==> src/rtl/seq_detect_pkg.sv <==
// Shared types for the serial pattern detector: FSM state encoding and fill-counter sizing.
// Pure declarations; no logic, no latency, no flow control.
package seq_detect_pkg;

    typedef enum logic [1:0] {
        S_IDLE = 2'd0,
        S_FILL = 2'd1,
        S_SCAN = 2'd2
    } state_t;

    // Fill must be able to hold the value PAT_W itself, hence +1.
    function automatic int fill_width(input int pat_w);
        return $clog2(pat_w + 1);
    endfunction

endpackage

==> src/rtl/seq_detect_sat_counter.sv <==
// Saturating event counter with a sticky saturation flag; clear wins over increment.
// One-cycle update latency; free-running, no flow control.
module sat_counter #(
    parameter int CNT_W = 8
) (
    input  logic             clk,
    input  logic             reset,
    input  logic             inc,
    input  logic             clr,
    output logic [CNT_W-1:0] count,
    output logic             sat
);

    localparam logic [CNT_W-1:0] CNT_MAX = {CNT_W{1'b1}};

    logic [CNT_W-1:0] count_q, count_d;
    logic             sat_q, sat_d;

    always_ff @(posedge clk or negedge reset) begin
        if (!reset) begin
            count_q <= '0;
            sat_q   <= 1'b0;
        end else begin
            count_q <= count_d;
            sat_q   <= sat_d;
        end
    end

    always_comb begin
        count_d = count_q;
        sat_d   = sat_q;
        if (clr) begin
            count_d = '0;
            sat_d   = 1'b0;
        end else begin
            if (inc && (count_q != CNT_MAX)) begin
                count_d = count_q + 1'b1;
            end
            if (count_d == CNT_MAX) begin
                sat_d = 1'b1;
            end
        end
    end

    assign count = count_q;
    assign sat   = sat_q;

endmodule

==> src/rtl/seq_detect_fsm.sv <==
// Serial PAT_W-bit pattern detector with overlap/non-overlap modes and a saturating match count.
// outp is a registered pulse one cycle after the edge sampling the completing bit; no backpressure.
module seq_detect_fsm
    import seq_detect_pkg::*;
#(
    parameter int PAT_W = 4,
    parameter int CNT_W = 8
) (
    input  logic             clk,
    input  logic             reset,
    input  logic             en,
    input  logic             x,
    input  logic [PAT_W-1:0] pattern,
    input  logic             overlap,
    input  logic             clr_count,
    output logic             outp,
    output logic [CNT_W-1:0] match_count,
    output logic             count_sat
);

    localparam int             FW        = fill_width(PAT_W);
    localparam logic [FW-1:0]  FILL_FULL = FW'(PAT_W);

    state_t           state_q, state_d;
    // Only the PAT_W-1 older bits are stored; the newest bit is always the live x.
    logic [PAT_W-2:0] hist_q, hist_d;
    logic [FW-1:0]    fill_q, fill_d;
    logic [PAT_W-1:0] pat_q, pat_d;
    logic             ovl_q, ovl_d;
    logic             outp_q, outp_d;

    logic [PAT_W-1:0] hist_nx;
    logic [FW-1:0]    fill_nx;
    logic             match;

    always_ff @(posedge clk or negedge reset) begin
        if (!reset) begin
            state_q <= S_IDLE;
            hist_q  <= '0;
            fill_q  <= '0;
            pat_q   <= '0;
            ovl_q   <= 1'b0;
            outp_q  <= 1'b0;
        end else begin
            state_q <= state_d;
            hist_q  <= hist_d;
            fill_q  <= fill_d;
            pat_q   <= pat_d;
            ovl_q   <= ovl_d;
            outp_q  <= outp_d;
        end
    end

    always_comb begin
        state_d = state_q;
        hist_d  = hist_q;
        fill_d  = fill_q;
        pat_d   = pat_q;
        ovl_d   = ovl_q;
        hist_nx = {hist_q, x};
        fill_nx = fill_q;
        match   = 1'b0;
        if (!en) begin
            state_d = S_IDLE;
            fill_d  = '0;
        end else begin
            if (state_q == S_IDLE) begin
                pat_d   = pattern;
                ovl_d   = overlap;
                hist_nx = {{(PAT_W-1){1'b0}}, x};
                fill_nx = FW'(1);
            end else begin
                hist_nx = {hist_q, x};
                fill_nx = (fill_q == FILL_FULL) ? FILL_FULL : fill_q + 1'b1;
            end
            // On the entry edge fill_nx is 1, so a stale pat_q can never match.
            match  = (fill_nx == FILL_FULL) && (hist_nx == pat_q);
            hist_d = hist_nx[PAT_W-2:0];
            if (match && !ovl_q) begin
                fill_d  = '0;
                state_d = S_FILL;
            end else begin
                fill_d  = fill_nx;
                state_d = (fill_nx == FILL_FULL) ? S_SCAN : S_FILL;
            end
        end
    end

    always_comb begin
        outp_d = match;
    end

    sat_counter #(
        .CNT_W (CNT_W)
    ) u_match_cnt (
        .clk   (clk),
        .reset (reset),
        .inc   (match),
        .clr   (clr_count),
        .count (match_count),
        .sat   (count_sat)
    );

    assign outp = outp_q;

endmodule

==> config.mk <==
export PLATFORM = sky130hd
export DESIGN_NAME = seq_detect_fsm
export DESIGN_NICKNAME = d
export VERILOG_FILES = /design/src/rtl/seq_detect_pkg.sv /design/src/rtl/seq_detect_sat_counter.sv /design/src/rtl/seq_detect_fsm.sv
export SDC_FILE = /design/constraint.sdc
export NUM_CORES = 1
export LEC_CHECK = 0
export BUFFER_PORTS_ARGS = -buffer_cell sky130_fd_sc_hd__buf_4
export CORE_ASPECT_RATIO = 0.6
export CORE_MARGIN = 2
export CORE_UTILIZATION = 25
export DETAILED_ROUTE_END_ITERATION = 12
export HOLD_SLACK_MARGIN = 0.15
export SYNTH_ARGS = -nofsm -noshare
export SYNTH_HDL_FRONTEND = slang
export SYNTH_SLANG_ARGS = --single-unit
==> constraint.sdc <==
create_clock -name clk -period 2.2 [get_ports clk]
set_input_delay 0.11 -clock clk [delete_from_list [all_inputs] [get_ports clk]]
set_output_delay 0.11 -clock clk [all_outputs]
set_load 0.02 [all_outputs]
==> run_results.csv, run 1 <==
group,metric,value,unit
outcome,outcome,"complete, but fails checks",
outcome,violations,"negative setup slack",
critical_path,r2r-end,"u_match_cnt.sat$_DFFE_PN0P_",
timing,finalSetupTns,-0.00226,ns
critical_path,worst-path-buf-inv,0,
critical_path,rr_worst_depth,7,
yosys,synth_warnings,0,
route,drt_wl_total,3380,µm
power,p_leak,0.733,nW
yosys,synth_cell_type_count,50,
critical_path,crit_required,2.39,ns
clock_network,htreeDepth,1,
power,p_per_area,494,nW/µm²
critical_path,crit_chain,"ha_4, nand2b_4, a31o_1, or3_4, o31a_1, a311o_1, o32ai_2",
die,start_util,0.264,
critical_path,max_stage_delay,0.43,ns
yosys,syn_avg_cell_area,9.41,µm²
critical_path,r2r_setup_slack,-0.002,ns
critical_path,crit_family,"compound AO/OA/AOI/OAI gates",
timing,setup_viol,1,
route,drc,0,
route,post_drt_wl_per_cell,13.8,µm
place,gp_congestion,0.863,
yosys,synthesis.area,1360,µm²
place,io_buffers,19,
critical_path,cp_slowest_cell,"dfrtp_1",
yosys,syn_inst,144,
timing,fin_ws,-0.00226,ns
critical_path,r2r_start,"fill_q[0]$_DFF_PN0_",
place,hpwl,2540,µm
die,die_area,6040,µm²
yosys,syn-num-nets,157,
timing,fin_crit_sh,1.00,
timing,fmax,454,MHz
clock_network,cts_tree,"yes",
clock_network,cts-root-buf,"clkbuf_8",
grt,grt_remaining_overflow,0,
cells_and_area,drive_above_1_share,0.330,
clock_network,cts_buffers,3,
die,die_h,61.0,µm
min_path,hp-class,"input pin to asynchronous set/reset pin",
critical_path,critPathLaunch,"fill_q[0]$_DFF_PN0_",
grt,grt_pass1_vias,1079,
place,dp_slack,-0.0602,ns
timing,finalHoldViolations,0,
critical_path,cp.arrival,2.39,ns
route,num_vias,1163,
cells_and_area,diodes,0,
die,core_area,5130,µm²
grt,grt_max_degree,24,
route,vias_per_cell,4.75,
route,drtAntennaViolNets,0,
grt,antenna_found_initial,0,
yosys,yosysSeqAreaShare,0.425,
clock_network,numClockSinks,23,
critical_path,worstSetupEndpointType,"register",
job,cap_violations,0,
critical_path,worstPathMaxFanout,7,
clock_network,clk_pin_slew,0.09,ns
clock_network,clk_latency,0.27,ns
cells_and_area,area_delta_synth_final,32.3,%
critical_path,crit_type,"register to register",
yosys,ys_ff_latch,23,
timing,timing.hold.ws,0.266,ns
timing,relSlewSlack,0.770,
place,placed_cell_area,1620,µm²
timing,tightest_slew,0.345,ns
route,drt_iter0_markers,77,
timing,slew_viol_final,0,
timing,rsz0062_at_grt,"true",
die,core.rowCount,20,
die,die_w,99.0,µm
die,pin_count,20,
timing,post-route-min-period,2.20,ns
critical_path,cp-start-kind,"register",
clock_network,cts_max_path_buffers,2,
power,vdd_drop_max,0.244,mV
cells_and_area,nNetsFinal,193,
power,fin_total_pwr,0.885,mW
grt,grt_pass1_wl,5640,µm
grt,grt_use_total,0.123,
cells_and_area,final_cell_area,1790,µm²
route,firstDrtPassIters,4,
timing,fin_skew,0.00364,ns
repair_timing:
action | 4_1_cts | 5_1_grt
hold buffers | 9 | 0
gates resized for setup | 3 | 4
endpoints found under the setup margin | 4 | 7
buffers inserted | 0 | 0
hold endpoints to repair | 39 | 0
pin swaps | 0 | 1
layout by cell type, fill, tap and decap left out, types with 2 or more instances in the layout:
cell type,count
clkbuf_8,3
a311o_1,2
nor3_2,2
a31oi_1,2
a21oi_1,5
nand3_1,5
buf_4,33
inv_1,10
xnor2_1,7
ha_1,2
dfrtp_1,23
o21ai_0,6
nand4_1,2
nor2_1,16
dlygate4sd3_1,9
and2_1,2
nor3_1,8
nand2_1,6
mux2_2,6
per-layer routing:
layer | global-route usage | share of wire | vias to the layer above
met1 | 0.195 | 0.55 | 549
met4 | 0.0294 | 0.0086 | 0
met3 | 0.0306 | 0.065 | 5
li1 | - | - | 573
met2 | 0.163 | 0.38 | 36
met5 | 0 | 0 | -
cell usage after synthesis, drive strengths merged:
cell type	count	area (µm²)
a211oi	1	7.51
a21oi	5	25.0
a311o	2	20.0
a311oi	1	8.76
a31o	1	8.76
a31oi	2	12.5
a41oi	1	8.76
and2	3	20.0
and3	1	6.26
and4	1	10.0
buf	5	38.8
clkbuf	6	33.8
dfrtp	23	576
ha	3	37.5
inv	10	37.5
mux2	6	67.6
nand2	6	22.5
nand2b	1	6.26
nand3	6	35.0
nand3b	1	7.51
nand4	2	12.5
nor2	18	75.1
nor2b	1	6.26
nor3	10	55.1
nor4	1	6.26
o211a	1	10.0
o21a	1	7.51
o21ai	7	35.0
o22ai	1	6.26
o311a	2	21.3
o31a	1	8.76
o31ai	1	7.51
o32ai	1	16.3
or2	1	6.26
or3	2	13.8
or4	1	7.51
xnor2	7	61.3
xor2	1	8.76
power by group:
part | leakage, nW | switching [mW] | internal, mW
Sequential | 0.302 | 0.0232 | 0.446
Clock | 0.0255 | 0.150 | 0.127
Combinational | 0.405 | 0.0644 | 0.0744
Total | 0.733 | 0.238 | 0.647
logic make-up (layout without fill, tap and decap cells):
| group | count (synthesis) | count (layout) | synth area share |
|---|---|---|---|
| AOI/OAI and AO/OA | 28 | 28 | 0.151 |
| xor gates and xnor gates | 8 | 8 | 0.0517 |
| adders and majority gates | 3 | 3 | 0.0277 |
| buffers and inverters | 21 | 56 | 0.0812 |
| DFF | 23 | 23 | 0.425 |
| muxes | 6 | 6 | 0.0499 |
| and+or+nand+nor | 55 | 55 | 0.214 |
how the worst max path moves through the flow:
| stage | end | slack, ns | depth (start not counted) |
|---|---|---|---|
| after floorplan | u_match_cnt.sat$_DFFE_PN0P_ | 0.005 | 8 |
| after global placement | u_match_cnt.sat$_DFFE_PN0P_ | 0.03 | 7 |
| after detailed placement | u_match_cnt.sat$_DFFE_PN0P_ | -0.06 | 7 |
| after CTS | u_match_cnt.sat$_DFFE_PN0P_ | -0.003 | 7 |
| after global routing | u_match_cnt.sat$_DFFE_PN0P_ | -0.09 | 7 |
| final | u_match_cnt.sat$_DFFE_PN0P_ | -0.002 | 7 |
per-stage QoR:
step                cells   util
floorplan             144      -
detailed placement    232  0.316
global placement      232  0.316
finish                245  0.350
CTS                   245  0.347
global route          245  0.350
final cells by class:
| class | count | area, µm² |
|---|---|---|
| clock buffer | 3 | 41.3 |
| clock inverter | 1 | 5.00 |
| fill | 520 | 3340 |
| inverter | 10 | 37.5 |
| multi-input combinational | 100 | 713 |
| sequential | 23 | 576 |
| tap | 66 | 82.6 |
| timing repair buffer | 42 | 338 |
registers in the layout, indices dropped and copies added (netlist names):
name,flops
outp,1
hist_q,3
ovl_q,1
state_q,2
u_match_cnt.count,8
u_match_cnt.sat,1
pat_q,4
fill_q,3
Power figures use the tool's default switching activity.
==> inputs of run 2 (changes only) <==
==> constraint.sdc (replaced) <==
create_clock -name clk -period 2.27 [get_ports clk]
set_input_delay 0.1135 -clock clk [delete_from_list [all_inputs] [get_ports clk]]
set_output_delay 0.1135 -clock clk [all_outputs]
set_load 0.02 [all_outputs]
==> run 2 against run 1 <==
Net effect: the run now ends clean; count of clock-buffer cells in the layout unchanged; first-iteration DRC count decreased by 30%; flip-flop and latch count unchanged; die area unchanged; design area decreased by 0.35%; global-route usage decreased by 0.67 points; wire length decreased by 2.5%; sequential power decreased by 3%; total power decreased by 3.9%; final cell count decreased by 1.2%; fmax decreased by 2.7%; critical path type unchanged; highest routed layer unchanged.
==> run_results.csv, run 2 (synthesis gave the netlist of run 1 again) <==
group,metric,value,unit
place,hpwl,2430,µm
grt,grt_max_degree,24,
clock_network,cts-root-buf,"clkbuf_8",
cells_and_area,nNetsFinal,190,
critical_path,cp-start-kind,"register",
die,pin_count,20,
cells_and_area,diodes,0,
timing,setup_viol,0,
cells_and_area,drive_above_1_share,0.330,
cells_and_area,layout_common_cells,"30 x buf_4, 23 x dfrtp_1, 17 x nor2_1",
die,start_util,0.264,
min_path,hp-class,"input pin to asynchronous set/reset pin",
cells_and_area,final_core_util,0.348,
cells_and_area,instances_no_fill,242,
cells_and_area,largest_register_ffs,8,
cells_and_area,area_delta_synth_final,31.9,%
place,gp_congestion,0.869,
critical_path,worstSetupEndpointType,"register",
timing,fmax,442,MHz
grt,grt_use_total,0.116,
timing,tightest_slew,0.302,ns
clock_network,clk_pin_slew,0.09,ns
clock_network,cts_max_path_buffers,2,
critical_path,r2r-end,"u_match_cnt.sat$_DFFE_PN0P_",
critical_path,r2r_setup_slack,0.007,ns
timing,post-route-min-period,2.26,ns
critical_path,crit_required,2.45,ns
cells_and_area,final_cell_area,1790,µm²
route,post_drt_wl_per_cell,13.6,µm
clock_network,numClockSinks,23,
clock_network,htreeDepth,1,
route,vias_per_cell,4.69,
place,io_buffers,19,
cells_and_area,final_common_cell,"buf_4",
power,vdd_drop_max,0.296,mV
timing,fin_ws,0.00678,ns
timing,fin_skew,0.00231,ns
outcome,outcome,"completed",
grt,grt_pass1_wl,5490,µm
route,drc,0,
route,num_vias,1134,
timing,rsz0062_at_grt,"true",
die,core_area,5130,µm²
die,die_w,99.0,µm
die,die_area,6040,µm²
power,p_leak,0.745,nW
critical_path,crit_type,"register to register",
timing,relSlewSlack,0.797,
route,drtAntennaViolNets,0,
timing,slew_viol_final,0,
critical_path,r2r_start,"fill_q[0]$_DFF_PN0_",
clock_network,clk_latency,0.27,ns
route,drt_iter0_markers,54,
critical_path,cp.arrival,2.45,ns
timing,fin_crit_sh,0.997,
clock_network,cts_tree,"yes",
grt,grt_pass1_vias,1095,
clock_network,post_cts_buffers,0,
place,placed_cell_area,1590,µm²
route,firstDrtPassIters,4,
die,die_h,61.0,µm
route,drt_wl_total,3290,µm
place,dp_slack,-0.0336,ns
job,cap_violations,0,
grt,grt_remaining_overflow,0,
grt,antenna_found_initial,0,
clock_network,cts_buffers,3,
critical_path,rr_worst_depth,7,
power,p_per_area,476,nW/µm²
power,fin_total_pwr,0.851,mW
die,core.rowCount,20,
place,dpl.cell_count,229,
critical_path,worstPathMaxFanout,7,
timing,finalHoldViolations,0,
## run 2: cell types whose count changed in the layout (fill, tap and decap cells not counted), sizes merged
cell / delta
clkinvlp: +1
buf: -3
clkinv: -1
## run 2: area by class of cell
cell class / count / area (µm²)
tap: 66 / 82.6
inverter: 10 / 37.5
timing repair buffer: 39 / 315
fill: 511 / 3340
multi-input combinational: 100 / 727
sequential: 23 / 576
clock inverter: 1 / 7.51
clock buffer: 3 / 41.3
## run 2: timing repair
action                                  in CTS  in global routing
hold buffers                                 9                  0
resized for setup                            1                 10
cloned                                       0                  0
endpoints found under the setup margin       1                  9
endpoints found under the hold margin       39                  0
## run 2: worst max path at each step
| stage | from | endpoint | cells past startpoint |
|---|---|---|---|
| after CTS | fill_q[0]$_DFF_PN0_ | u_match_cnt.sat$_DFFE_PN0P_ | 7 |
| after global routing | fill_q[0]$_DFF_PN0_ | u_match_cnt.sat$_DFFE_PN0P_ | 7 |
| after detailed placement | fill_q[0]$_DFF_PN0_ | u_match_cnt.sat$_DFFE_PN0P_ | 7 |
| after global placement | fill_q[0]$_DFF_PN0_ | u_match_cnt.sat$_DFFE_PN0P_ | 7 |
| final | fill_q[0]$_DFF_PN0_ | u_match_cnt.sat$_DFFE_PN0P_ | 7 |
| after floorplan | fill_q[0]$_DFF_PN0_ | u_match_cnt.sat$_DFFE_PN0P_ | 8 |
## run 2: per-stage QoR
stage	hold slack, ns	setup TNS (ns)
6_report	0.271	0
4_1_cts	0.283	0
3_3_place_gp	0.0355	0
5_1_grt	0.286	-0.0664
3_5_place_dp	0.0362	-0.0336
2_1_floorplan	-0.182	0
## run 2: layer usage
metal  GRT usage  wire, µm  share of wire
met5           0         0              0
met3      0.0329       131          0.040
met4      0.0235        31         0.0094
met2       0.163      1310           0.40
met1       0.177      1820           0.55
## run 2: worst max-delay path, cell delays in order (launching register included)
cell and delay [ns]:
dfrtp_1 0.42, ha_2 0.20, nand2b_4 0.13, a31o_1 0.24, or3_4 0.38, o31a_1 0.32, a311o_1 0.30, o32ai_2 0.19
## run 2: where the power goes
group	switching [mW]	internal, mW
sequential	0.0213	0.432
clock	0.147	0.124
combinational	0.0623	0.0635
total	0.231	0.620
==> inputs of run 3 (changes only) <==
--- a/config.mk
+++ b/config.mk
@@ -7,7 +7,7 @@
 export LEC_CHECK = 0
 export BUFFER_PORTS_ARGS = -buffer_cell sky130_fd_sc_hd__buf_4
 export CORE_ASPECT_RATIO = 0.6
-export CORE_MARGIN = 2
+export CORE_MARGIN = 10
 export CORE_UTILIZATION = 25
 export DETAILED_ROUTE_END_ITERATION = 12
 export HOLD_SLACK_MARGIN = 0.15
==> constraint.sdc (replaced) <==
create_clock -name clk -period 2.6 [get_ports clk]
set_input_delay 0.13 -clock clk [delete_from_list [all_inputs] [get_ports clk]]
set_output_delay 0.13 -clock clk [all_outputs]
set_load 0.02 [all_outputs]
==> run 3 against run 2 <==
Net effect: global-route usage down 4.5 points; die area is 47% higher; combinational power shrank 23%; worst hold slack better by 0.021 ns; register-to-register slack improved by 0.14 ns; non-clock buffer count decreased by 9; sequential power shrank 12%; clock skew is essentially flat; flip-flop and latch count unchanged; first-iteration DRC count is 57% higher; largest power group unchanged.
==> run_results.csv, run 3 (synthesis gave the netlist of run 1 again) <==
group,metric,value,unit
power,p_per_area,432,nW/µm²
critical_path,worstSetupEndpointType,"register",
critical_path,cp-start-kind,"register",
power,vdd_drop_max,0.277,mV
die,die_h,77.0,µm
route,firstDrtPassIters,4,
timing,fin_skew,0.00249,ns
timing,post-route-min-period,2.45,ns
timing,relSlewSlack,0.674,
clock_network,post_cts_resized,0,
die,pin_count,20,
timing,finalHoldViolations,0,
timing,finalSetupTns,0,ns
place,placed_cell_area,1520,µm²
clock_network,clk_pin_slew,0.08,ns
timing,rsz0062_at_grt,"false",
min_path,hp-class,"input pin to asynchronous set/reset pin",
clock_network,post_cts_buffers,0,
clock_network,postCtsHoldBufs,9,
clock_network,cts_tree,"yes",
clock_network,clk_latency,0.26,ns
route,drtAntennaViolNets,0,
job,cap_violations,0,
grt,grt_pass1_wl,5180,µm
die,core.rowCount,20,
place,io_buffers,19,
die,die_area,8860,µm²
timing,setup_viol,0,
critical_path,crit_type,"register to register",
place,hpwl,2390,µm
grt,grt_pass1_vias,988,
cells_and_area,nNetsFinal,181,
route,drt_iter0_markers,85,
route,drt_wl_total,3120,µm
route,drc,0,
timing,fmax,408,MHz
route,vias_per_cell,4.68,
grt,grt_use_total,0.0711,
cells_and_area,drive_above_1_share,0.234,
power,p_leak,0.667,nW
route,post_drt_wl_per_cell,13.4,µm
die,die_w,115,µm
cells_and_area,area_delta_synth_final,22.4,%
route,num_vias,1090,
cells_and_area,layout_common_cells,"23 x dfrtp_1, 21 x buf_4, 17 x nor2_1",
die,start_util,0.263,
clock_network,numClockSinks,23,
critical_path,crit_required,2.77,ns
die,core_area,5150,µm²
timing,fin_crit_sh,0.943,
clock_network,htreeDepth,1,
cells_and_area,final_cell_area,1660,µm²
place,gp_congestion,0.852,
critical_path,worstPathMaxFanout,5,
grt,grt_remaining_overflow,0,
clock_network,cts_max_path_buffers,2,
cells_and_area,diodes,0,
clock_network,cts_buffers,3,
grt,grt_max_degree,24,
timing,slew_viol_final,0,
clock_network,cts-root-buf,"clkbuf_8",
timing,timing.hold.ws,0.292,ns
critical_path,cp.arrival,2.62,ns
grt,antenna_found_initial,0,
cells_and_area,final_common_cell,"dfrtp_1",
cells_and_area,largest_register_ffs,8,
timing,tightest_slew,0.485,ns
outcome,outcome,"completed",
[run 3: cell types whose count changed in the layout (fill, tap and decap cells not counted), moves of 2 or more]
cell	delta
nor3_4	-2
nor3_1	+4
buf_4	-9
nor3_2	-2
[run 3: path summary, 6_finish.rpt]
path | end | depth (start not counted) | slack, ns | startpoint
setup / recovery | u_match_cnt.sat$_DFFE_PN0P_ | 7 | 0.15 | fill_q[0]$_DFF_PN0_
setup reg to reg | u_match_cnt.sat$_DFFE_PN0P_ | 7 | 0.15 | fill_q[0]$_DFF_PN0_
max in group asynchronous | u_match_cnt.count[5]$_DFF_PN0_ | 2 | 2.07 | reset
min in group clk | pat_q[2]$_DFFE_PN0P_ | 1 | 0.55 | pat_q[2]$_DFFE_PN0P_
hold / removal | fill_q[2]$_DFF_PN0_ | 2 | 0.29 | reset
hold reg to reg | pat_q[2]$_DFFE_PN0P_ | 1 | 0.55 | pat_q[2]$_DFFE_PN0P_
[run 3: cell type report]
| type | instances | area (µm²) |
|---|---|---|
| clock buffer | 3 | 41.3 |
| clock inverter | 1 | 5.00 |
| fill | 538 | 3500 |
| inverter | 10 | 37.5 |
| multi-input combinational | 100 | 669 |
| sequential | 23 | 576 |
| tap | 66 | 82.6 |
| timing repair buffer | 30 | 248 |
[run 3: critical path: stages, from the launching register on]
cell	delay [ns]
dfrtp_1	0.43
ha_1	0.25
nand2b_1	0.16
a31o_1	0.23
or3_1	0.37
o31a_1	0.30
a311o_1	0.35
o32ai_2	0.27
[run 3: stage by stage]
stage          cells   util  total power [mW]  setup WS (ns)
2_1_floorplan    144      -             0.461          0.180
3_3_place_gp     220  0.295             0.489          0.233
3_5_place_dp     220  0.295             0.492          0.182
4_1_cts          233  0.322             0.730          0.148
5_1_grt          233  0.322             0.760         0.0147
6_report         233  0.322             0.717          0.149
[run 3: power by group]
group	total (mW)	internal, mW	leakage [nW]	switching, mW
clock	0.224	0.107	0.0255	0.117
sequential	0.397	0.377	0.302	0.0197
combinational	0.0970	0.0502	0.340	0.0468
[run 3: layer usage]
metal / up-vias / GRT usage / wire (µm)
met4: 0 / 0.0148 / 8
li1: 560 / - / -
met1: 509 / 0.111 / 1770
met2: 19 / 0.0858 / 1190
met3: 2 / 0.0264 / 147
met5: - / 0 / 0
